<file path="src/rtl/dmem_arbiter.sv">
// Two-requester arbiter for the shared data memory: CPU has priority, the debug
// port is guaranteed a grant after MAX_WAIT denied cycles; read data is routed back a cycle later.
module dmem_arbiter #(
  parameter int ADDR_WIDTH = 32,
  parameter int MAX_WAIT   = 4
) (
  input  logic                  clk,
  input  logic                  reset_n,

  input  logic                  cpu_req,
  input  logic                  cpu_we,
  input  logic [ADDR_WIDTH-1:0] cpu_addr,
  input  logic [31:0]           cpu_wdata,
  input  logic [3:0]            cpu_be,
  output logic                  cpu_gnt,
  output logic                  cpu_rvalid,
  output logic [31:0]           cpu_rdata,

  input  logic                  dbg_req,
  input  logic                  dbg_we,
  input  logic [ADDR_WIDTH-1:0] dbg_addr,
  input  logic [31:0]           dbg_wdata,
  input  logic [3:0]            dbg_be,
  output logic                  dbg_gnt,
  output logic                  dbg_rvalid,
  output logic [31:0]           dbg_rdata,

  output logic                  mem_en,
  output logic                  mem_we,
  output logic [ADDR_WIDTH-1:0] mem_addr,
  output logic [31:0]           mem_wdata,
  output logic [3:0]            mem_be,
  input  logic [31:0]           mem_rdata
);

  typedef enum logic [1:0] {
    OWN_NONE = 2'd0,
    OWN_CPU  = 2'd1,
    OWN_DBG  = 2'd2
  } owner_t;

  localparam logic [3:0]            WAIT_LIMIT = 4'(MAX_WAIT);
  localparam logic [ADDR_WIDTH-1:0] WORD_MASK  = {{(ADDR_WIDTH-2){1'b1}}, 2'b00};

  owner_t     rd_owner;
  logic [3:0] wait_cnt;

  // Debug wins contention only once it has been denied MAX_WAIT cycles in a row.
  // NOTE: every always_comb output gets a default first so no path leaves it
  // unassigned, which would otherwise infer a latch.
  always_comb begin
    cpu_gnt = 1'b0;
    dbg_gnt = 1'b0;
    if (reset_n) begin
      if (dbg_req && (!cpu_req || wait_cnt == WAIT_LIMIT)) begin
        dbg_gnt = 1'b1;
      end else if (cpu_req) begin
        cpu_gnt = 1'b1;
      end
    end
  end

  always_comb begin
    mem_en    = 1'b0;
    mem_we    = 1'b0;
    mem_addr  = '0;
    mem_wdata = '0;
    mem_be    = '0;
    if (cpu_gnt) begin
      mem_en    = 1'b1;
      mem_we    = cpu_we;
      mem_addr  = cpu_addr & WORD_MASK;
      mem_wdata = cpu_wdata;
      mem_be    = cpu_be;
    end else if (dbg_gnt) begin
      mem_en    = 1'b1;
      mem_we    = dbg_we;
      mem_addr  = dbg_addr & WORD_MASK;
      mem_wdata = dbg_wdata;
      mem_be    = dbg_be;
    end
  end

  // NOTE: sequential state uses non-blocking assignments so every register
  // samples pre-edge values, independent of statement order.
  always_ff @(posedge clk) begin
    if (!reset_n) begin
      wait_cnt <= 4'd0;
      rd_owner <= OWN_NONE;
    end else begin
      if (dbg_req && !dbg_gnt) begin
        if (wait_cnt != WAIT_LIMIT) begin
          wait_cnt <= wait_cnt + 4'd1;
        end
      end else begin
        wait_cnt <= 4'd0;
      end

      if (cpu_gnt && !cpu_we) begin
        rd_owner <= OWN_CPU;
      end else if (dbg_gnt && !dbg_we) begin
        rd_owner <= OWN_DBG;
      end else begin
        rd_owner <= OWN_NONE;
      end
    end
  end

  // Gating with reset_n drops the return of a read granted just before reset.
  assign cpu_rvalid = reset_n && (rd_owner == OWN_CPU);
  assign dbg_rvalid = reset_n && (rd_owner == OWN_DBG);
  assign cpu_rdata  = cpu_rvalid ? mem_rdata : 32'd0;
  assign dbg_rdata  = dbg_rvalid ? mem_rdata : 32'd0;

endmodule

</file>
<file path="config.mk">
export PLATFORM = sky130hd
export DESIGN_NAME = dmem_arbiter
export DESIGN_NICKNAME = d
export VERILOG_FILES = /design/src/rtl/dmem_arbiter.sv
export SDC_FILE = /design/constraint.sdc
export NUM_CORES = 1
export LEC_CHECK = 0
export ABC_CLOCK_PERIOD_IN_PS = 2100
export CAP_MARGIN = 20
export CORE_AREA = 8 8 115 117
export CTS_BUF_LIST = sky130_fd_sc_hd__clkbuf_4 sky130_fd_sc_hd__clkbuf_8
export DETAILED_ROUTE_END_ITERATION = 10
export DIE_AREA = 0 0 123 125
export SLEW_MARGIN = 30
export SYNTH_ARGS = -nofsm -noshare
export SYNTH_HDL_FRONTEND = slang
export SYNTH_SLANG_ARGS = --single-unit
</file>
<file path="constraint.sdc">
create_clock -name clk -period 2.1 [get_ports clk]
set_clock_uncertainty 0.1 [all_clocks]
set_input_delay 0.42 -clock clk [delete_from_list [all_inputs] [get_ports clk]]
set_output_delay 0.42 -clock clk [all_outputs]
set_load 0.01 [all_outputs]
</file>
==> results of run 1 <==
-- metal layers --
layer	GRT usage (%)	part of all wire (%)	routed length [um]
met5	0	0	0
met1	14.8	34	4640
met3	5.58	12	1660
met4	2.62	1.3	178
met2	29.7	52	7100
-- Yosys cell counts, types with 2 or more instances --
library cell and count:
sky130_fd_sc_hd__clkbuf_1 13, sky130_fd_sc_hd__nor2b_1 2, sky130_fd_sc_hd__buf_6 2, sky130_fd_sc_hd__ha_1 2, sky130_fd_sc_hd__a22o_1 67, sky130_fd_sc_hd__buf_4 2
sky130_fd_sc_hd__nor2_1 6, sky130_fd_sc_hd__inv_1 4, sky130_fd_sc_hd__buf_2 6, sky130_fd_sc_hd__nand2_1 2, sky130_fd_sc_hd__dfxtp_1 6, sky130_fd_sc_hd__and2_1 64
-- area by class of cell --
cell class                 count  area, um^2  share of cell area [%]
clock buffer                   3        41.3                   0.841
inverter                       4        15.0                   0.306
multi-input combinational    154        1190                    24.2
sequential                     6         123                    2.50
tap                          147         184                    3.75
timing repair buffer         349        3360                    68.5
-- tightest hold or removal path: cells and delay by family (launching register included) --
| family | cells | cell delay, ns |
|---|---|---|
| and+or+nand+nor | 1 | 0.04 |
| DFF | 1 | 0.32 |
| buffers and inverters | 1 | 0.12 |
-- where the power goes --
| group | internal (W) | switching (W) | leakage [nW] |
|---|---|---|---|
| clock | 0.000123 | 0.0000442 | 0.0216 |
| sequential | 0.000117 | 0.00000154 | 0.0496 |
| combinational | 0.000523 | 0.000273 | 2.39 |
-- worst paths after layout --
check	start	end	slack (ns)
max	wait_cnt[0]	mem_addr[20]	-0.24
min	wait_cnt[0]	wait_cnt[0]	0.42
max reg2reg	wait_cnt[0]	rd_owner[1]	0.62
min reg2reg	wait_cnt[0]	wait_cnt[0]	0.42
-- sequential cells by signal, indices dropped and copies added (netlist names) --
signal / flops
rd_owner: 2
wait_cnt: 4
-- cells by family after synthesis --
| family | synth area share [%] |
|---|---|
| flops | 8.61 |
| other cells | 0.269 |
| xor+xnor | 0.628 |
| fa+ha+maj | 1.79 |
| compound gates | 43.9 |
| mux | 0.718 |
| simple gates | 34.6 |
| buf+inv | 9.42 |
-- metrics by stage --
step | TNS, ns | instance area, um^2 | hold slack (ns) | utilization (%)
2_1_floorplan | 0 | 1400 | 0.330 | -
3_3_place_gp | -80.93 | 4800 | 0.410 | 41.4
3_5_place_dp | -83.20 | 4800 | 0.415 | 41.4
4_1_cts | -15.84 | 4780 | 0.417 | 41.2
5_1_grt | -16.25 | 4910 | 0.439 | 42.3
6_report | -12.30 | 4910 | 0.422 | 42.3
-- repair_timing --
item	4_1_cts	5_1_grt
hold buffers	0	0
endpoints found under the hold margin	0	0
pin swaps	13	37
resized for setup	383	21
cloned	5	6
setup buffers	5	2
setup endpoints to repair	136	69
==> impl_summary.log, run 1 <==
INFO  metric pin_count = 312
INFO  metric p_leak = 2.46 nW
INFO  metric first_global_vias = 2,995
INFO  metric cp.buffers_inverters = 4
INFO  metric whs_path_depth = 2
INFO  metric cp_num_cells = 8
INFO  metric layout_commonest_cell = sky130_fd_sc_hd__clkdlybuf4s50_1
INFO  metric async_flop_share = 0%
INFO  metric filler_cell_count = 1,173
INFO  metric post-route-min-period = 2.34 ns
INFO  metric timing_max_transition_violations_final = 0
INFO  metric numPlacedInstances = 643
INFO  metric netlist_area = 0.00140 mm^2
INFO  metric clkSlewWorstSetupHoldPaths = 0.03 ns
INFO  metric ys_seq_area_share = 8.61%
INFO  metric post-dp-hpwl = 11,000 um
INFO  metric die_height = 125 um
INFO  metric run_status = finished with violations
INFO  metric syn-instance-count = 186
INFO  metric floorplan.initialDensity = 12.0%
INFO  metric grt_overflow_total = 0
INFO  metric post_synth_edffs = 0
INFO  metric crit_path_end_kind = primary output
INFO  metric netlist.area_leader.share = 42.1%
INFO  metric final-hold-violation-count = 0
INFO  metric synth_flop_cell = sky130_fd_sc_hd__dfxtp_1
INFO  metric synth_largest_area_cell = sky130_fd_sc_hd__a22o_1
INFO  metric n_antenna_cell = 0
INFO  metric dpl_worst_slack = -0.778 ns
INFO  metric finish.cell_count_without_fillers = 663
INFO  metric clk_root_buffer_cell = sky130_fd_sc_hd__clkbuf_8
INFO  metric htree_levels = 1
INFO  metric final-setup-viol-count = 67
INFO  metric crit_fanout = 8
INFO  metric timing_worst_setup_path_type = reg -> out
INFO  metric violations = negative setup slack
INFO  metric rsz0062_at_grt = yes
INFO  metric ff2ff_path_depth = 8
INFO  metric cts_num_sinks = 6
INFO  metric grt_start_max_net_pins = 34
INFO  metric final_routed_wirelength = 13,600 um
INFO  metric critPathTopFamily = buffers and inverters
INFO  metric post_synth_num_cell_types = 22
INFO  metric grt_first_pass_wirelength = 18,100 um
INFO  metric worstSkewPairLatency = 0.22 ns
INFO  metric route.vias.total = 2,846
INFO  metric die-area = 0.0154 mm^2
INFO  metric count_of_yosys_warnings_during_synthesis = 0
INFO  metric post_route_cells_drive_above_1_share = 25.0%
INFO  metric clock.fmax = 0.427 GHz
INFO  metric antenna_violations_before_repair = 0
INFO  metric cp_data_arrival_time = 1.82 ns
INFO  metric die_x = 123 um
INFO  metric final_cell_mix = sky130_fd_sc_hd__clkdlybuf4s50_1 (167), sky130_fd_sc_hd__a22o_1 (67), sky130_fd_sc_hd__dlygate4sd2_1 (64)
INFO  metric place.port_buffers = 305
INFO  metric cts_buffer_depth = 2
INFO  metric detail-route-antenna-nets = 0
INFO  metric cts_inserted_buffers = 3
INFO  metric cap_violations = 0
INFO  metric placementRows = 40
INFO  metric cts_tree = built
INFO  metric worst-endpoint-required = 1.58 ns
INFO  metric ir_worst_vdd = 0.103 mV
INFO  metric count_of_tritonroute_iterations_in_the_first_routing_pass = 4
INFO  metric globalRouteTotalUtil = 15.2%
INFO  metric final_min_period_over_clock_period = 111%
INFO  metric setup_ws_post_layout = -0.240 ns
INFO  metric total_power = 0.00108 W
INFO  metric post_dr_wirelength_cell = 20.5 um
INFO  metric power_density = 220 mW/mm^2
INFO  metric synthesis.area_per_instance = 7.50 um^2
INFO  metric critPathMaxStageDelay = 0.31 ns
INFO  metric post_drt_via_cell_ratio = 4.29
INFO  metric synth.area.top_cells = sky130_fd_sc_hd__a22o_1 (42%), sky130_fd_sc_hd__and2_1 (29%), sky130_fd_sc_hd__dfxtp_1 (8.6%)
INFO  metric hp-class = reg -> reg
INFO  metric layout-area-overhead-vs-synth = 252%
INFO  metric critical-path-slowest-cell = sky130_fd_sc_hd__dfxtp_2
INFO  metric core_area = 0.0116 mm^2
INFO  metric worstPathCellList = inv_2, ha_4, nand3b_4, o211a_4, buf_12, clkbuf_16, a22o_1, buf_2
INFO  metric final_nets = 694
INFO  metric dr.first_iter.drc_count = 78
INFO  metric cp-start-kind = register
INFO  metric post-route-drc-count = 0
INFO  metric gp_routability_congestion = 0.825
INFO  metric postSynthRegisterBits = 6
No activity file was read; power rests on OpenSTA's default activity.
==> run 2, diff against run 1 <==
SLEW_MARGIN = 20   (was 30)
==> results of run 2 <==
The final DEF is identical to that of run 1; final timing and power are the same.
==> run 3, diff against run 2 <==
CORE_AREA = 8 8 114 116   (was 8 8 115 117)
CTS_BUF_LIST = sky130_fd_sc_hd__clkbuf_8   (was sky130_fd_sc_hd__clkbuf_4 sky130_fd_sc_hd__clkbuf_8)
DIE_AREA = 0 0 122 124   (was 0 0 123 125)
DONT_BUFFER_PORTS = 1   (was default)
==> impl_summary.log, run 3 (same netlist as run 1, synthesis figures left out) <==
INFO  metric place.port_buffers = 0 (was 305)
INFO  metric cts_tree = built (unchanged)
INFO  metric final-setup-viol-count = 67 (unchanged)
INFO  metric placementRows = 39 (was 40)
INFO  metric pin_count = 312 (unchanged)
INFO  metric count_of_tritonroute_iterations_in_the_first_routing_pass = 4 (unchanged)
INFO  metric run_status = finished with violations (unchanged)
INFO  metric hp-class = in -> reg (was reg -> reg)
INFO  metric flip_flop_count_of_the_largest_register_after_layout = 4 (unchanged)
INFO  metric rsz0062_at_grt = yes (unchanged)
INFO  metric post-route-min-period = 2.22 ns (was 2.34 ns)
INFO  metric timing_max_transition_violations_final = 0 (unchanged)
INFO  metric cts_inserted_buffers = 3 (unchanged)
INFO  metric globalRouteTotalUtil = 10.4% (was 15.2%)
INFO  metric layout-area-overhead-vs-synth = 59.6% (was 252%)
INFO  metric post_dr_wirelength_cell = 30.5 um (was 20.5 um)
INFO  metric cp_data_arrival_time = 1.70 ns (was 1.82 ns)
INFO  metric ir_worst_vdd = 0.149 mV (was 0.103 mV)
INFO  metric die-area = 0.0151 mm^2 (was 0.0154 mm^2)
INFO  metric finalHoldWorstSlack = 0.169 ns (was 0.422 ns)
INFO  metric biggestRegsByFlops = wait_cnt: 4 flops, rd_owner: 2 flops (unchanged)
INFO  metric final-hold-violation-count = 0 (unchanged)
INFO  metric antenna_violations_before_repair = 0 (unchanged)
INFO  metric final.setup.tns = -6.22 ns (was -12.30 ns)
INFO  metric post-route-util = 19.9% (was 42.3%)
INFO  metric max_flop_register = wait_cnt (unchanged)
INFO  metric htree_levels = 1 (unchanged)
INFO  metric violations = negative setup slack (unchanged)
INFO  metric worstSkewPairLatency = 0.22 ns (about the same)
INFO  metric floorplan.initialDensity = 12.5% (was 12.0%)
INFO  metric dr.first_iter.drc_count = 24 (was 78)
INFO  metric grt_start_max_net_pins = 53 (was 34)
INFO  metric crit_fanout = 29 (was 8)
INFO  metric cap_violations = 0 (unchanged)
INFO  metric post-cts-setup-buffers = 0 (was 5)
INFO  metric layout_commonest_cell = sky130_fd_sc_hd__and2_1 (was sky130_fd_sc_hd__clkdlybuf4s50_1)
INFO  metric crit_path_end_kind = primary output (unchanged)
INFO  metric route.vias.total = 1,570 (was 2,846)
INFO  metric cts_buffer_depth = 2 (unchanged)
INFO  metric grt_first_pass_wirelength = 11,900 um (was 18,100 um)
INFO  metric final_nets = 353 (was 694)
INFO  metric die_x = 122 um (was 123 um)
INFO  metric final_min_period_over_clock_period = 106% (was 111%)
INFO  metric cts_num_sinks = 6 (unchanged)
INFO  metric cp-start-kind = register (unchanged)
INFO  metric die_height = 124 um (was 125 um)
INFO  metric n_antenna_cell = 0 (unchanged)
INFO  metric p_leak = 0.979 nW (was 2.46 nW)
INFO  metric dpl_worst_slack = 0.00576 ns (was -0.778 ns)
INFO  metric final_cell_mix = sky130_fd_sc_hd__and2_1 (64), sky130_fd_sc_hd__a22o_4 (63), sky130_fd_sc_hd__nor2_1 (5) (was sky130_fd_sc_hd__clkdlybuf4s50_1 (167), sky130_fd_sc_hd__a22o_1 (67), sky130_fd_sc_hd__dlygate4sd2_1 (64))
INFO  metric first_global_vias = 1,741 (was 2,995)
INFO  metric post_route_cells_drive_above_1_share = 47.4% (was 25.0%)
INFO  metric setup_ws_post_layout = -0.120 ns (was -0.240 ns)
INFO  metric clkSlewWorstSetupHoldPaths = 0.04 ns (was 0.03 ns)
INFO  metric number_of_hold_repair_buffers_added_at_the_cts_stage = 0 (unchanged)
INFO  metric grt_overflow_total = 0 (unchanged)
INFO  metric final_routed_wirelength = 9680 um (was 13,600 um)
INFO  metric clock.fmax = 0.451 GHz (was 0.427 GHz)
INFO  metric total_power = 0.000639 W (was 0.00108 W)
INFO  metric core_area = 0.0112 mm^2 (was 0.0116 mm^2)
INFO  metric timing_worst_setup_path_type = reg -> out (unchanged)
INFO  metric gp_routability_congestion = 0.678 (was 0.825)
INFO  metric detail-route-antenna-nets = 0 (unchanged)
INFO  metric post_drt_via_cell_ratio = 4.94 (was 4.29)
INFO  metric power_density = 287 mW/mm^2 (was 220 mW/mm^2)
INFO  metric post-route-drc-count = 0 (unchanged)
INFO  metric clk_root_buffer_cell = sky130_fd_sc_hd__clkbuf_8 (unchanged)
INFO  metric worst-endpoint-required = 1.58 ns (about the same)
==> run 3: changes by cell type in the layout (fill, tap and decap cells not counted), sizes merged <==
cell           before  now
clkbuf              9    4
bufbuf              1    0
buf               107    7
clkdlybuf4s50     167    0
dlygate4sd2        64    0
clkdlybuf4s15       4    0
==> run 3: final timing paths <==
kind / from / to / slack, ns / cells past startpoint
setup reg to reg: wait_cnt[1] / rd_owner[1] / 0.60 / 6
setup / recovery: wait_cnt[1] / mem_addr[7] / -0.12 / 6
hold / removal: dbg_we / rd_owner[1] / 0.17 / 1
hold reg to reg: wait_cnt[0] / wait_cnt[0] / 0.34 / 1
==> run 3: report_power, final <==
group          switching, W  internal [W]  total (W)
Clock             0.0000494      0.000123   0.000173
Combinational      0.000174      0.000174   0.000347
Sequential       0.00000181      0.000117   0.000119
Total              0.000225      0.000414   0.000639
==> run 3: critical path, stage by stage, from the launching register on <==
cell and delay, ns:
sky130_fd_sc_hd__dfxtp_2 0.33, sky130_fd_sc_hd__inv_2 0.08, sky130_fd_sc_hd__ha_4 0.15, sky130_fd_sc_hd__nand3b_4 0.11, sky130_fd_sc_hd__o211a_4 0.30, sky130_fd_sc_hd__buf_12 0.18, sky130_fd_sc_hd__a22o_4 0.30
==> run 3: stage by stage <==
stage	instances	area [um^2]
4_1_cts	317	2120
6_report	318	2230
2_1_floorplan	187	1400
3_3_place_gp	313	1540
3_5_place_dp	313	1540
5_1_grt	318	2230
==> run 3: timing repair <==
item | in CTS | in global routing
endpoints found under the setup margin | 67 | 67
resized for setup | 69 | 10
gates cloned | 1 | 1
==> run 3: cell type report <==
| cell class | count | area (um^2) |
|---|---|---|
| inverters | 4 | 15.0 |
| well taps | 143 | 179 |
| fillers | 1189 | 8950 |
| repair buffers | 8 | 139 |
| flip-flops and latches | 6 | 123 |
| multi-input cells | 154 | 1730 |
| clock buffers | 3 | 41.3 |
==> run 3: per-layer routing <==
metal,vias up,GRT usage (%),routed length [um]
met5,-,0,0
met4,0,2.39,68
met3,4,4.35,1420
met2,186,20.1,5290
met1,717,10.1,2910
li1,663,-,-
